--- config.mk ---
export PLATFORM = sky130hd
export DESIGN_NAME = project_mux
export DESIGN_NICKNAME = d
export VERILOG_FILES = /design/src/rtl/project_mux_pkg.sv /design/src/rtl/project_mux_wb_regs.sv /design/src/rtl/project_mux.sv
export SDC_FILE = /design/constraint.sdc
export NUM_CORES = 1
export LEC_CHECK = 0
export CAP_MARGIN = 5
export CELL_PAD_IN_SITES_DETAIL_PLACEMENT = 1
export CELL_PAD_IN_SITES_GLOBAL_PLACEMENT = 1
export CORE_AREA = 2 2 289 291
export CTS_CLUSTER_SIZE = 20
export DETAILED_ROUTE_END_ITERATION = 8
export DIE_AREA = 0 0 291 293
export DONT_BUFFER_PORTS = 1
export PLACE_DENSITY_LB_ADDON = 0.1
export SLEW_MARGIN = 15
export SYNTH_ARGS = -nofsm -noshare
export SYNTH_HDL_FRONTEND = slang
export SYNTH_SLANG_ARGS = --single-unit
--- constraint.sdc ---
create_clock -name wb_clk_i -period 2.3 [get_ports wb_clk_i]
set_clock_uncertainty 0.2 [all_clocks]
set_input_delay 0.345 -clock wb_clk_i [delete_from_list [all_inputs] [get_ports wb_clk_i]]
set_output_delay 0.345 -clock wb_clk_i [all_outputs]
set_load 0.02 [all_outputs]
--- src/rtl/project_mux_pkg.sv ---
// Shared types and register map for the project multiplexer.
package project_mux_pkg;

    typedef enum logic [1:0] {
        IDLE    = 2'd0,
        ISOLATE = 2'd1,
        RUN     = 2'd2
    } state_t;

    localparam logic [1:0] REG_CTRL     = 2'd0;
    localparam logic [1:0] REG_SETTINGS = 2'd1;
    localparam logic [1:0] REG_STATUS   = 2'd2;
    localparam logic [1:0] REG_GUARD    = 2'd3;

    localparam int EN_BIT  = 8;
    localparam int ERR_BIT = 8;

endpackage

--- src/rtl/project_mux_wb_regs.sv ---
// Wishbone slave: decode, single-wait-state ack, register file and
// the CTRL-write strobe that kicks off a switchover.
module project_mux_wb_regs
    import project_mux_pkg::*;
#(
    parameter int          SET_W     = 32,
    parameter logic [31:0] BASE_ADDR = 32'h3000_0000,
    parameter int          GUARD_RST = 16
) (
    input  logic             clk,
    input  logic             rst_n,
    input  logic             wbs_cyc_i,
    input  logic             wbs_stb_i,
    input  logic             wbs_we_i,
    input  logic [31:0]      wbs_adr_i,
    input  logic [31:0]      wbs_dat_i,
    output logic             wbs_ack_o,
    output logic [31:0]      wbs_dat_o,
    input  state_t           state,
    input  logic [3:0]       active,
    input  logic             err,
    output logic [3:0]       sel,
    output logic             en,
    output logic [SET_W-1:0] shadow,
    output logic [7:0]       guard,
    output logic             ctrl_wr
);

    logic        hit;
    logic        acc;
    logic        wr;
    logic [1:0]  reg_a;
    logic [31:0] rdata;
    logic        unused_adr;

    assign reg_a      = wbs_adr_i[3:2];
    assign unused_adr = ^wbs_adr_i[1:0];
    assign hit        = wbs_cyc_i & wbs_stb_i
                      & (wbs_adr_i[31:4] == BASE_ADDR[31:4]);
    assign acc        = hit & ~wbs_ack_o;
    assign wr         = acc & wbs_we_i;
    assign ctrl_wr    = wr & (reg_a == REG_CTRL);

    always_comb begin
        rdata = '0;
        unique case (1'b1)
            (reg_a == REG_CTRL): begin
                rdata[3:0]    = sel;
                rdata[EN_BIT] = en;
            end
            (reg_a == REG_SETTINGS): rdata = 32'(shadow);
            (reg_a == REG_STATUS): begin
                rdata[1:0]     = state;
                rdata[7:4]     = active;
                rdata[ERR_BIT] = err;
            end
            (reg_a == REG_GUARD): rdata[7:0] = guard;
        endcase
    end

    always_ff @(posedge clk or negedge rst_n) begin
        if (!rst_n) begin
            wbs_ack_o <= 1'b0;
            wbs_dat_o <= '0;
            sel       <= '0;
            en        <= 1'b0;
            shadow    <= '0;
            guard     <= 8'(GUARD_RST);
        end else begin
            wbs_ack_o <= acc;
            wbs_dat_o <= acc ? rdata : '0;
            if (wr) begin
                unique case (1'b1)
                    (reg_a == REG_CTRL): begin
                        sel <= wbs_dat_i[3:0];
                        en  <= wbs_dat_i[EN_BIT];
                    end
                    (reg_a == REG_SETTINGS): shadow <= SET_W'(wbs_dat_i);
                    (reg_a == REG_STATUS):   ;
                    (reg_a == REG_GUARD):    guard <= wbs_dat_i[7:0];
                endcase
            end
        end
    end

endmodule

--- src/rtl/project_mux.sv ---
// Project multiplexer: guarded switchover between user slots, pad
// muxing, per-slot resets and atomically committed settings.
module project_mux
    import project_mux_pkg::*;
#(
    parameter int          NUM_SLOTS = 8,
    parameter int          IO_W      = 33,
    parameter int          SET_W     = 32,
    parameter logic [31:0] BASE_ADDR = 32'h3000_0000,
    parameter int          GUARD_RST = 16
) (
    input  logic                    wb_clk_i,
    input  logic                    rst_n,
    input  logic                    wbs_cyc_i,
    input  logic                    wbs_stb_i,
    input  logic                    wbs_we_i,
    input  logic [31:0]             wbs_adr_i,
    input  logic [31:0]             wbs_dat_i,
    output logic                    wbs_ack_o,
    output logic [31:0]             wbs_dat_o,
    input  logic [NUM_SLOTS*IO_W-1:0] slot_do,
    input  logic [NUM_SLOTS*IO_W-1:0] slot_oeb,
    output logic [IO_W-1:0]         io_out,
    output logic [IO_W-1:0]         io_oeb,
    output logic [NUM_SLOTS-1:0]    slot_rst_n,
    output logic [SET_W-1:0]        custom_settings,
    output logic                    irq
);

    logic [3:0]       sel;
    logic             en;
    logic [SET_W-1:0] shadow;
    logic [7:0]       guard;
    logic             ctrl_wr;

    state_t                state, state_nx;
    logic [7:0]            cnt, cnt_nx;
    logic [3:0]            active, active_nx;
    logic                  err, err_nx;
    logic [SET_W-1:0]      set_nx;
    logic [NUM_SLOTS-1:0]  rst_nx;
    logic                  irq_nx;
    logic                  fits;

    project_mux_wb_regs #(
        .SET_W     (SET_W),
        .BASE_ADDR (BASE_ADDR),
        .GUARD_RST (GUARD_RST)
    ) u_regs (
        .clk       (wb_clk_i),
        .rst_n     (rst_n),
        .wbs_cyc_i (wbs_cyc_i),
        .wbs_stb_i (wbs_stb_i),
        .wbs_we_i  (wbs_we_i),
        .wbs_adr_i (wbs_adr_i),
        .wbs_dat_i (wbs_dat_i),
        .wbs_ack_o (wbs_ack_o),
        .wbs_dat_o (wbs_dat_o),
        .state     (state),
        .active    (active),
        .err       (err),
        .sel       (sel),
        .en        (en),
        .shadow    (shadow),
        .guard     (guard),
        .ctrl_wr   (ctrl_wr)
    );

    assign fits = {28'd0, sel} < NUM_SLOTS;

    always_comb begin
        state_nx  = state;
        cnt_nx    = cnt;
        active_nx = active;
        err_nx    = err;
        set_nx    = custom_settings;
        irq_nx    = 1'b0;
        if (ctrl_wr) begin
            state_nx = ISOLATE;
            cnt_nx   = (guard == 8'd0) ? 8'd1 : guard;
            set_nx   = shadow;
            err_nx   = 1'b0;
        end else if (state == ISOLATE) begin
            if (cnt == 8'd1) begin
                if (en && fits) begin
                    state_nx  = RUN;
                    active_nx = sel;
                    irq_nx    = 1'b1;
                end else begin
                    state_nx = IDLE;
                    err_nx   = en;
                end
            end else begin
                cnt_nx = cnt - 8'd1;
            end
        end
        // resets track the next state so the slot wakes on the RUN edge
        rst_nx = (state_nx == RUN)
               ? (NUM_SLOTS'(1) << active_nx) : '0;
    end

    always_ff @(posedge wb_clk_i or negedge rst_n) begin
        if (!rst_n) begin
            state           <= IDLE;
            cnt             <= '0;
            active          <= '0;
            err             <= 1'b0;
            custom_settings <= '0;
            slot_rst_n      <= '0;
            irq             <= 1'b0;
        end else begin
            state           <= state_nx;
            cnt             <= cnt_nx;
            active          <= active_nx;
            err             <= err_nx;
            custom_settings <= set_nx;
            slot_rst_n      <= rst_nx;
            irq             <= irq_nx;
        end
    end

    always_comb begin
        io_out = '0;
        io_oeb = '1;
        if (state == RUN) begin
            io_out = slot_do[32'(active) * IO_W +: IO_W];
            io_oeb = slot_oeb[32'(active) * IO_W +: IO_W];
        end
    end

endmodule
* Yosys cells after proc, flatten, opt, wreduce, memory -nomap -nowiden
Index checks and enable logic that the tools add are counted.
W data, S select, Z words.
** Storage, ports and cells
- Register bits after elaboration :: 134
- ROM bits :: 0
- Word-level logic and storage cells :: 74
- RAM bits :: 0
- Memories :: 0
- Bits of input ports :: 597
- Latch bits :: 0
- Output and inout bits :: 140
** Cells by class
- Mux-type cells :: 29
- Multipliers :: 1
- Bitwise logic cells :: 6
- Shifts and indexed selects :: 3
- Magnitude comparators :: 1
- Reductions and logical operators :: 10
- Divide/modulo/power cells :: 0
- Equal/unequal tests :: 10
- Add/sub/neg operators :: 1
** Operators by type and width (number)
- $shiftx A264 B11 Y33 :: 2
- $mux W33 :: 2
- $mux W8 :: 5
- $mux W32 :: 1
- $eq A28 B26 Y1 const B :: 1
- $mux W23 :: 1
- $mux W4 :: 4
- $pmux W4 S3 :: 1
- $mul A4 B6 Y10 const B :: 1
- $eq A2 B2 Y1 const B :: 4
- $eq A8 B1 Y1 const B :: 1
- $logic_not A8 Y1 :: 1
- $mux W1 :: 8
- $mux W2 :: 4
- $pmux W2 S4 :: 1
- $reduce_and A2 Y1 :: 4
- $shl A1 B4 Y8 const A :: 1
- $sub A8 B1 Y8 const B :: 1
- $pmux W2 S3 :: 1
- $and A1 B1 Y1 :: 5
- $eq A2 B1 Y1 const B :: 2
- $lt A4 B4 Y1 const B :: 1
- $ne A2 B2 Y1 const B :: 2
- $reduce_bool A2 Y1 :: 2
- other kinds (5) :: 5

* Longest topological paths before layout
Gate-level depths: netlist of the first run.
- Word-level depth :: 8
- Depth in mapped cells :: 8
- Depth with buffers taken out :: 7

* By module
From an unflattened synthesis of the first run, not the netlist that was laid out.
** Second synthesis, totals
- Cell total of the unflattened synthesis :: 795
- Area total of the unflattened synthesis :: 9728.1 µm²
** By module, submodules not included
- project_mux :: seq. area each 1401.3 µm², instances 1, area each 6667.6 µm², cells each 589
- project_mux_wb_regs :: seq. area each 1953.1 µm², instances 1, area each 3060.4 µm², cells each 206

* Worst setup path after synthesis of the first run
Ideal clock, no wire load.
- Path type :: register -> output
- Start point :: register active[1]
- End point :: output port io_oeb[17]
- Stages on the path, launching flop included :: 7
- Path slack :: -94 ps
- Buffers on the path :: 3
- Required time :: 1755 ps
- Data arrival time :: 1849 ps
- Cells stage by stage :: dfrtp_1 > buf_2 > clkbuf_1 > clkbuf_1 > mux4_2 > mux2i_1 > o21ai_0
** On the way
- Cells in the longest elaborated chain, start to end :: 3
** Ends and longest elaborated chain
- start, declared :: RTL line project_mux.sv:38 : logic [3:0] active, active_nx;
- start signal, assigned :: RTL line project_mux.sv:114 : active <= active_nx;
- $mul A4 B6 Y10 :: RTL line project_mux.sv:127 : io_oeb = slot_oeb[32'(active) * IO_W +: IO_W];
- $shiftx A264 B11 Y33 :: RTL line project_mux.sv:127
- $mux W33 :: RTL line project_mux.sv:125 : if (state == RUN) begin
- end, declared :: RTL line project_mux.sv:24 : output logic [IO_W-1:0] io_oeb,
Every way passes these cells.

* Final worst setup path of the first run
- Start point :: register active[0]
- End point :: output port io_oeb[21]
The elaborated chain is that of the path after synthesis.

==> impl_metrics.csv, run 1 <==
group,metric,value,unit
cts,cts_tree,"yes",
placed_design,dp_slack,-1.033,ns
final_layout,utilization,18.12,%
sta,slew_headroom,61.55,%
placed_design,portBuffers,0,
final_layout,multiInputGateArea,6605,sq um
cts,cts_max_path_buffers,2,
sta,final.setup.tns,-44.77,ns
synth,synthFlopType,"dfrtp_1",
pwr,comb_power_share,7.2,%
sta,whs,-0.6048,ns
sta,finalWorstSetupSlack,-0.6152,ns
final_layout,regArea,3368,sq um
pwr,power.share.sequential,40.3,%
drt,avgViaCountPerCell,4.175,
critical_path,cp-startpoint,"active[0]$_DFF_PN0_",
critical_path,endpoint,"io_oeb[21]",
pwr,vdd_ir_drop_max,0.0005040,V
flow_run,maxCapViolCount,0,
pwr,cellPowerDensity,394.0,nW/um^2
placed_design,gp_congestion,1.140,
die,initial_utilization,11.65,%
die,die_area,85260,sq um
critical_path,reg2reg_slack,-0.20,ns
critical_path,r2r_cells,10,
final_layout,final_common_cell,"mux4_2",
sta,setup_viol,176,
cts,cts_max_level,4,
sta,period_share,126.7,%
final_layout,fin_area,14830,sq um
grt,first_global_vias,8826,
grt,antenna_found_initial,86,
critical_path,critPathKind,"flop to primary output",
drt,wl,69.75,mm
synth,ys_seq_elements,134,
critical_path,critPathArrivalTime,2.37,ns
critical_path,crit_slowest_cell,"dfrtp_4",
cts,cts_hold_buf,36,
cts,cts-root-buf,"clkbuf_16",
status,violations,"negative hold slack, negative setup slack",
drt,first_pass_iters,5,
critical_path,r2r-end,"u_regs.shadow[13]$_DFFE_PN0P_",
synth,syn-num-nets,1311,
sta,fmax,343.0,MHz
die,die_x,291,um
cts,insertion_delay,0.44,ns
drt,vias,8405,
pwr,internal-power,4.456,mW
placed_design,placed_area,11830,sq um
grt,grt_overflow,0,
drt,drtAntennaViolNets,0,
final_layout,drive_gt1_share,58.67,%
synth,syn_area_per_cell,13.39,sq um
final_layout,syn_to_final_growth,55.61,%
cts,cts.sinks,134,
cts,cts_buffers,17,
cts,clkTransAtPathRegs,0.07,ns
synth,synth_cell_types,42,
pwr,swShare,23.76,%
pwr,clkPwrFrac,52.5,%
final_layout,nNetsFinal,1486,
die,row_count,105,
die,core-area,81850,sq um
sta,tightest_slew,0.5748,ns
synth,async_reset_ff_share,100.0,%
sta,hold_violations,134,
critical_path,path_cells,"buf_12 > buf_12 > buf_6 > mux4_2 > mux2i_1 > buf_4 > o21ai_2 > buf_6",
status,status,"finished with violations",
critical_path,crit_fanout,6,
final_layout,final_cell_mix,"134 x mux4_2, 128 x dfrtp_1, 91 x buf_4",
placed_design,hpwl,56.45,mm
synth,syn-cell-area,9533,sq um
sta,slew_violations,0,
min_path,hp-class,"input port to async pin",
final_layout,instances_no_fill,2013,
synth,yosys_warnings,0,
sta,min_period,2.915,ns
critical_path,cp_slowest_stage_delay,0.51,ns
critical_path,required,1.75,ns
synth,seq_area_frac_synth,35.19,%
synth,synth-edff-count,0,
grt,grt_usage,15.69,%
pwr,p_leak,5.235,nW
die,pin_count,737,
final_layout,fillers,9118,
grt,grt_max_degree,135,
placed_design,dp_cells,1841,
grt,grt_pass1_wl,88.62,mm
drt,drt-initial-drc-count,698,
synth,synth_cells,712,
die,die_y,293,um
pwr,power.net_switching,1.389,mW
drt,avgRoutedWirePerCell,34.65,um
drt,drc,0,
critical_path,crit_path_start_kind,"flop",
sta,rsz0062_at_grt,"true",
critical_path,worstSetupEndpointType,"primary output",
critical_path,timing.rr.start,"u_regs.wbs_ack_o$_DFF_PN0_",
==> how the worst min path moves through the flow <==
| stage | endpoint |
|---|---|
| 2_1_floorplan | active[0]$_DFF_PN0_ |
| 3_3_place_gp | u_regs.wbs_dat_o[30]$_DFF_PN0_ |
| 3_5_place_dp | u_regs.wbs_dat_o[30]$_DFF_PN0_ |
| 4_1_cts | u_regs.wbs_dat_o[30]$_DFF_PN0_ |
| 5_1_grt | custom_settings[30]$_DFFE_PN0N_ |
| 6_report | custom_settings[30]$_DFFE_PN0N_ |
==> sequential cells by signal, indices dropped and copies added, names as in the netlist <==
| register | cells |
|---|---|
| custom_settings | 32 |
| state | 2 |
| active | 4 |
| cnt | 8 |
| u_regs.wbs_ack_o | 1 |
| slot_rst_n | 8 |
| err | 1 |
| u_regs.shadow | 32 |
| irq | 1 |
| u_regs.sel | 4 |
| u_regs.guard | 8 |
| u_regs.wbs_dat_o | 32 |
| u_regs.en | 1 |
==> area by class of cell <==
cell class	count	share of cell area, %
antenna	43	0.7254
clock buffer	17	2.868
clock inverter	15	1.451
inverter	5	0.1265
multi-input combinational	505	44.53
sequential	134	22.71
tap	1070	9.025
timing repair buffer	224	18.57
==> power by group through the flow <==
stage | sequential [mW] | combinational (mW) | clock (mW)
global route | 2.35 | 0.441 | 3.30
detailed placement | 2.40 | 0.322 | 0
CTS | 2.36 | 0.415 | 3.21
finish | 2.36 | 0.418 | 3.07
floorplan | 2.40 | 0.227 | 0
global placement | 2.40 | 0.326 | 0
==> cells in the mapped netlist (2+ instances only) <==
| cell type | instances | share of area (%) |
|---|---|---|
| nor2_1 | 61 | 2.4 |
| xor2_1 | 4 | 0.37 |
| nor3_1 | 7 | 0.37 |
| mux2i_1 | 71 | 7.5 |
| o21ai_0 | 42 | 2.2 |
| nor3_2 | 2 | 0.21 |
| nor2b_1 | 3 | 0.20 |
| clkbuf_1 | 33 | 1.3 |
| nor4b_1 | 4 | 0.37 |
| inv_1 | 4 | 0.16 |
| a31oi_1 | 10 | 0.66 |
| nand4_1 | 2 | 0.13 |
| buf_6 | 3 | 0.35 |
| mux2_2 | 51 | 6.0 |
| buf_1 | 9 | 0.35 |
| nor3b_1 | 5 | 0.39 |
| mux4_2 | 134 | 32 |
| clkbuf_2 | 2 | 0.11 |
| nand3b_1 | 2 | 0.16 |
| nor4_1 | 8 | 0.53 |
| nand4b_1 | 2 | 0.18 |
| and3_1 | 2 | 0.13 |
| mux2_1 | 33 | 3.9 |
| a21oi_1 | 4 | 0.21 |
| and2_1 | 26 | 1.7 |
| nand2_1 | 12 | 0.47 |
| nand3_1 | 4 | 0.21 |
| dfrtp_1 | 133 | 35 |
| nand2b_1 | 2 | 0.13 |
| ha_1 | 2 | 0.26 |
| xnor2_1 | 2 | 0.18 |
| a22oi_1 | 4 | 0.32 |
| buf_2 | 20 | 1.1 |
==> logic make-up (layout without fill, tap and decap cells) <==
logic type | count (synthesis) | count (layout) | synth area share [%]
AO/OA/AOI/OAI | 60 | 60 | 3.386
XOR/XNOR | 6 | 6 | 0.5512
adder cells (fa/ha/maj) | 2 | 2 | 0.2625
buffers and inverters | 73 | 261 | 3.439
flip-flops | 134 | 134 | 35.19
multiplexers | 289 | 289 | 49.04
other | 0 | 43 | 0
AND/OR/NAND/NOR | 148 | 148 | 8.138
==> through the flow <==
stage,hold slack (ns),power (mW)
floorplan,-0.1506,2.628
global placement,-0.1472,2.726
detailed placement,-0.1471,2.723
CTS,-0.6433,5.985
global route,-0.6430,6.093
finish,-0.6048,5.845
==> worst max-delay path: cells and delay by family (launching register included) <==
family	cells	cell delay (ns)
multiplexers	2	0.60
flip-flops	1	0.51
buffers and inverters	5	0.74
AO/OA/AOI/OAI	1	0.07
==> per-layer routing <==
metal	routed length [um]	global-route usage, %	vias to the layer above
met3	6699	6.362	145
met2	36610	28.15	685
li1	-	-	3204
met4	1368	4.385	14
met5	94	1.531	-
met1	24970	16.83	4357
==> timing repair <==
item,in CTS,in global routing
buffers inserted,36,17
endpoints found under the setup margin,200,189
gates cloned,16,4
pin swaps,27,27
gates resized for setup,236,70
hold endpoints to repair,188,134
No activity file was read; power rests on OpenSTA's default activity.
==> run 2, diff against run 1 <==
CORE_AREA = 2 2 290 292   (was 2 2 289 291)
DIE_AREA = 0 0 292 294   (was 0 0 291 293)
MAX_ROUTING_LAYER = met4   (was unset)
==> run 2 against run 1 <==
Net effect:
- the flow still finishes with violations (negative hold slack, negative setup slack)
- sequential share of layout area rose by 1.7 points
- wire length increased by 5.0%
- die area is 0.69% higher
- setup slack got worse by 0.035 ns
- via count is 5.4% lower
- cell area fell by 7.2%
- fmax shrank 1.2%
- first-iteration DRC count is 37% lower
- global-route usage increased by 0.99 points
==> impl_metrics.csv, run 2 (synthesized netlist as in run 1, its figures left out) <==
group,metric,value,unit
die,initial_utilization,11.50,%
sta,period_share,128.3,%
die,pin_count,737,
grt,grt_usage,16.68,%
critical_path,crit_path_start_kind,"flop",
cts,cts_max_path_buffers,2,
cts,cts_max_level,4,
drt,wl,73.26,mm
final_layout,drive_gt1_share,52.08,%
sta,min_period,2.950,ns
cts,cts-root-buf,"clkbuf_16",
critical_path,worstSetupEndpointType,"primary output",
grt,grt_overflow,0,
die,die_x,292,um
cts,cts_buffers,17,
pwr,vdd_ir_drop_max,0.0004876,V
grt,grt_pass1_wl,91.33,mm
placed_design,hpwl,61.45,mm
grt,grt_max_degree,135,
placed_design,gp_congestion,1.060,
critical_path,critPathArrivalTime,2.41,ns
sta,rsz0062_at_grt,"true",
final_layout,top_regs,"custom_settings (32), u_regs.shadow (32), u_regs.wbs_dat_o (32)",
drt,avgViaCountPerCell,4.022,
critical_path,critPathKind,"flop to primary output",
drt,routedLengthMet1,30.36,mm
sta,whs,-0.5910,ns
final_layout,final_common_cell,"mux4_2",
sta,tightest_slew,0.5809,ns
drt,wl_met3,5.160,mm
drt,avgRoutedWirePerCell,37.08,um
grt,antenna_found_initial,79,
drt,wl_met2,35.36,mm
final_layout,fin_area,13770,sq um
status,status,"finished with violations",
drt,drtAntennaViolNets,0,
sta,setup_viol,66,
final_layout,final_cell_mix,"134 x mux4_2, 130 x dfrtp_1, 93 x buf_4",
flow_run,maxCapViolCount,0,
placed_design,placed_area,11780,sq um
cts,cts_hold_buf,36,
drt,vias,7947,
cts,cts.sinks,134,
die,row_count,106,
min_path,hp-class,"input port to async pin",
critical_path,required,1.75,ns
cts,insertion_delay,0.43,ns
placed_design,portBuffers,0,
cts,cts_tree,"yes",
critical_path,crit_fanout,6,
final_layout,multiInputGateArea,6237,sq um
pwr,cellPowerDensity,411.7,nW/um^2
sta,slew_headroom,61.02,%
cts,clkTransAtPathRegs,0.06,ns
final_layout,nNetsFinal,1450,
critical_path,timing.rr.start,"u_regs.wbs_ack_o$_DFF_PN0_",
pwr,p_leak,4.835,nW
critical_path,cp-startpoint,"active[0]$_DFF_PN0_",
drt,top_layer_used,"met4",
drt,drt-initial-drc-count,442,
final_layout,regArea,3366,sq um
final_layout,utilization,16.61,%
sta,fmax,339.0,MHz
die,core-area,82890,sq um
final_layout,syn_to_final_growth,44.43,%
die,die_y,294,um
final_layout,fillers,9300,
sta,hold_violations,134,
sta,slew_violations,0,
drt,drc,0,
sta,finalWorstSetupSlack,-0.6502,ns
die,die_area,85850,sq um
status,violations,"negative hold slack, negative setup slack",
grt,first_global_vias,8507,
drt,first_pass_iters,4,
==> run 2: cell types whose count changed in the layout (fill, tap and decap cells not counted), sizes merged <==
cell | before | now
clkinv | 4 | 2
inv | 11 | 10
bufinv | 4 | 3
buf | 185 | 149
diode | 43 | 32
clkinvlp | 1 | 3
clkbuf | 20 | 22
==> run 2: per-layer routing <==
layer,global-route usage (%),vias up
met1,20.38,4235
met2,26.97,481
met4,4.765,0
li1,-,3122
met5,-,-
met3,4.486,109
==> run 2: repair_timing <==
action | 4_1_cts | 5_1_grt
hold endpoints to repair | 189 | 134
cloned | 5 | 4
resized for setup | 67 | 65
buffers inserted | 23 | 9
pin swaps | 4 | 5
setup endpoints to repair | 69 | 181
==> run 2: per-stage QoR <==
stage	TNS (ns)	worst slack (ns)	hold WS (ns)	total power, mW	instances
floorplan	0	0.006265	-0.1506	2.628	712
global placement	-9.390	-0.4713	-0.1471	2.729	1839
detailed placement	-9.799	-0.4903	-0.1471	2.725	1839
CTS	-38.38	-0.6738	-0.6220	5.788	1932
global route	-42.19	-0.7367	-0.6165	5.900	1973
finish	-34.70	-0.6502	-0.5910	5.668	1976
==> run 2: critical path, cell delays in order (launching register included) <==
cell and delay (ns):
dfrtp_4 0.55, buf_4 0.18, buf_16 0.14, buf_4 0.13, mux4_2 0.53, mux2i_1 0.18
o21ai_1 0.08, buf_4 0.17
==> run 2: worst paths after layout <==
| path | slack (ns) | cells past startpoint | end |
|---|---|---|---|
| hold / removal | -0.59 | 0 | u_regs.wbs_dat_o[26]$_DFF_PN0_ |
| setup / recovery | -0.65 | 7 | io_oeb[25] |
| setup reg to reg | 0.09 | 7 | u_regs.shadow[19]$_DFFE_PN0P_ |
| min in group wb_clk_i | 0.01 | 3 | state[0]$_DFF_PN0_ |
| max in group asynchronous | 2.25 | 0 | u_regs.guard[4]$_DFFE_PN1P_ |
| hold reg to reg | 0.31 | 1 | u_regs.wbs_dat_o[17]$_DFF_PN0_ |
==> run 2: final cells by class <==
class	instances	area share [%]
clock inverter	13	1.236
antenna	32	0.5816
clock buffer	19	3.144
timing repair buffer	188	15.34
inverter	5	0.1363
multi-input combinational	505	45.30
sequential	134	24.45
tap	1080	9.815
==> run 2: report_power, final <==
group	switching [mW]	internal, mW
logic	0.164	0.252
clock network	1.17	1.72
registers	0.0000000208	2.36
==> run 3, diff against run 2 <==
==> constraint.sdc (replaced) <==
create_clock -name wb_clk_i -period 2.3 [get_ports wb_clk_i]
set_clock_uncertainty 0.2 [all_clocks]
set_input_delay 0.46 -clock wb_clk_i [delete_from_list [all_inputs] [get_ports wb_clk_i]]
set_output_delay 0.46 -clock wb_clk_i [all_outputs]
set_load 0.02 [all_outputs]
==> run 3 against run 2 <==
Net effect:
- the flow still finishes with violations (negative hold slack, negative setup slack)
- clock-buffer cell count down 1
- die area unchanged
- wire length up 4.4%
- fmax down 3.9%
- via count up 2.8%
- power down 3.1%
- non-clock buffer count up 15
- combinational power down 3%
- critical path type unchanged
- sequential power about the same
- final cell count up 1.1%
- utilization up 0.82 points
- register-to-register slack worse by 0.17 ns
==> impl_metrics.csv, run 3 (synthesized netlist as in run 1, its figures left out) <==
group,metric,value,unit
drt,avgViaCountPerCell,4.091,
critical_path,crit_path_start_kind,"flop",
sta,slew_headroom,56.17,%
cts,cts_buffers,17,
die,initial_utilization,11.50,%
critical_path,critPathArrivalTime,2.41,ns
cts,clkTransAtPathRegs,0.06,ns
critical_path,r2r-end,"u_regs.shadow[15]$_DFFE_PN0P_",
drt,top_layer_used,"met4",
die,die_area,85850,sq um
drt,drt-initial-drc-count,649,
die,row_count,106,
placed_design,portBuffers,0,
critical_path,reg2reg_slack,-0.08,ns
sta,setup_viol,111,
grt,grt_usage,17.58,%
status,violations,"negative hold slack, negative setup slack",
cts,cts_max_level,4,
pwr,p_leak,5.048,nW
grt,antenna_found_initial,104,
die,pin_count,737,
cts,cts_hold_buf,34,
grt,grt_max_degree,135,
sta,slew_violations,0,
grt,grt_overflow,0,
final_layout,drive_gt1_share,56.49,%
sta,whs,-0.4857,ns
critical_path,required,1.64,ns
pwr,vdd_ir_drop_max,0.0003693,V
sta,min_period,3.068,ns
final_layout,syn_to_final_growth,51.53,%
sta,fmax,325.9,MHz
pwr,cellPowerDensity,380.3,nW/um^2
critical_path,critPathKind,"flop to primary output",
flow_run,maxCapViolCount,0,
cts,cts.sinks,134,
status,status,"finished with violations",
drt,avgRoutedWirePerCell,38.31,um
grt,grt_pass1_wl,94.90,mm
critical_path,r2r_cells,8,
drt,routedLengthMet1,28.04,mm
grt,first_global_vias,8636,
final_layout,fillers,9261,
sta,hold_violations,134,
critical_path,crit_fanout,6,
final_layout,top_regs,"custom_settings (32), u_regs.shadow (32), u_regs.wbs_dat_o (32)",
sta,period_share,133.4,%
drt,drtAntennaViolNets,0,
critical_path,worstSetupEndpointType,"primary output",
final_layout,nNetsFinal,1465,
die,die_y,294,um
drt,wl,76.50,mm
drt,first_pass_iters,5,
cts,cts_max_path_buffers,2,
placed_design,hpwl,63.81,mm
die,die_x,292,um
sta,rsz0062_at_grt,"true",
drt,wl_met2,41.31,mm
final_layout,utilization,17.43,%
min_path,hp-class,"input port to async pin",
critical_path,timing.rr.start,"u_regs.wbs_ack_o$_DFF_PN0_",
drt,vias,8170,
placed_design,dp_slack,-0.4688,ns
final_layout,final_cell_mix,"134 x mux4_2, 130 x dfrtp_1, 81 x buf_4",
placed_design,gp_congestion,1.004,
drt,drc,0,
sta,finalWorstSetupSlack,-0.7683,ns
cts,cts-root-buf,"clkbuf_16",
die,core-area,82890,sq um
final_layout,final_common_cell,"mux4_2",
cts,cts_tree,"yes",
cts,insertion_delay,0.44,ns
sta,tightest_slew,0.6531,ns
pwr,finalPower,5.493,mW
drt,wl_met3,4.828,mm
==> run 3: worst max-delay path by stage <==
stage	startpoint	endpoint	cells past startpoint
floorplan	active[0]$_DFF_PN0_	io_oeb[17]	6
global placement	active[0]$_DFF_PN0_	io_oeb[3]	6
detailed placement	active[0]$_DFF_PN0_	io_oeb[3]	6
CTS	active[0]$_DFF_PN0_	io_oeb[30]	7
global route	active[0]$_DFF_PN0_	io_oeb[30]	7
finish	active[0]$_DFF_PN0_	io_oeb[20]	8
==> run 3: through the flow <==
stage / TNS [ns] / cells / area [sq um]
after floorplan: -1.234 / 712 / 9572
after global placement: -26.77 / 1847 / 11850
after detailed placement: -31.04 / 1847 / 11850
after CTS: -48.72 / 1940 / 13670
after global routing: -61.80 / 1975 / 14390
final: -45.91 / 1997 / 14450
==> run 3: area by class of cell <==
type                       count  area (sq um)  share of cell area (%)
antenna                       39         97.59                  0.6756
clock buffer                  18         439.2                   3.040
clock inverter                13         125.1                  0.8662
inverter                       5         18.77                  0.1299
multi-input combinational    505          6554                   45.37
sequential                   134          3366                   23.30
tap                         1080          1351                   9.355
timing repair buffer         203          2494                   17.26
==> run 3: metal layers <==
| layer | vias to the layer above | track usage (%) |
|---|---|---|
| met5 | - | - |
| met4 | 0 | 3.633 |
| met3 | 165 | 3.640 |
| met2 | 610 | 32.72 |
| met1 | 4240 | 19.21 |
| li1 | 3155 | - |
==> run 3: repair_timing <==
action | 4_1_cts | 5_1_grt
hold endpoints to repair | 184 | 134
setup buffers | 20 | 21
endpoints found under the setup margin | 134 | 162
gates resized for setup | 125 | 129
cloned | 10 | 7
pin swaps | 6 | 23
==> run 3: power by group <==
part           internal [mW]  total (mW)  switching [mW]
Clock                   1.53        2.73            1.20
Combinational          0.256       0.405           0.149
Sequential              2.36        2.36    0.0000000230
==> run 3: worst max-delay path, cell delays in order, from the launching register on <==
cell       delay (ns)
dfrtp_4          0.56
buf_12           0.16
clkbuf_16        0.16
buf_8            0.12
mux4_2           0.44
mux2i_1          0.15
buf_4            0.16
o21ai_4          0.06
buf_6            0.15
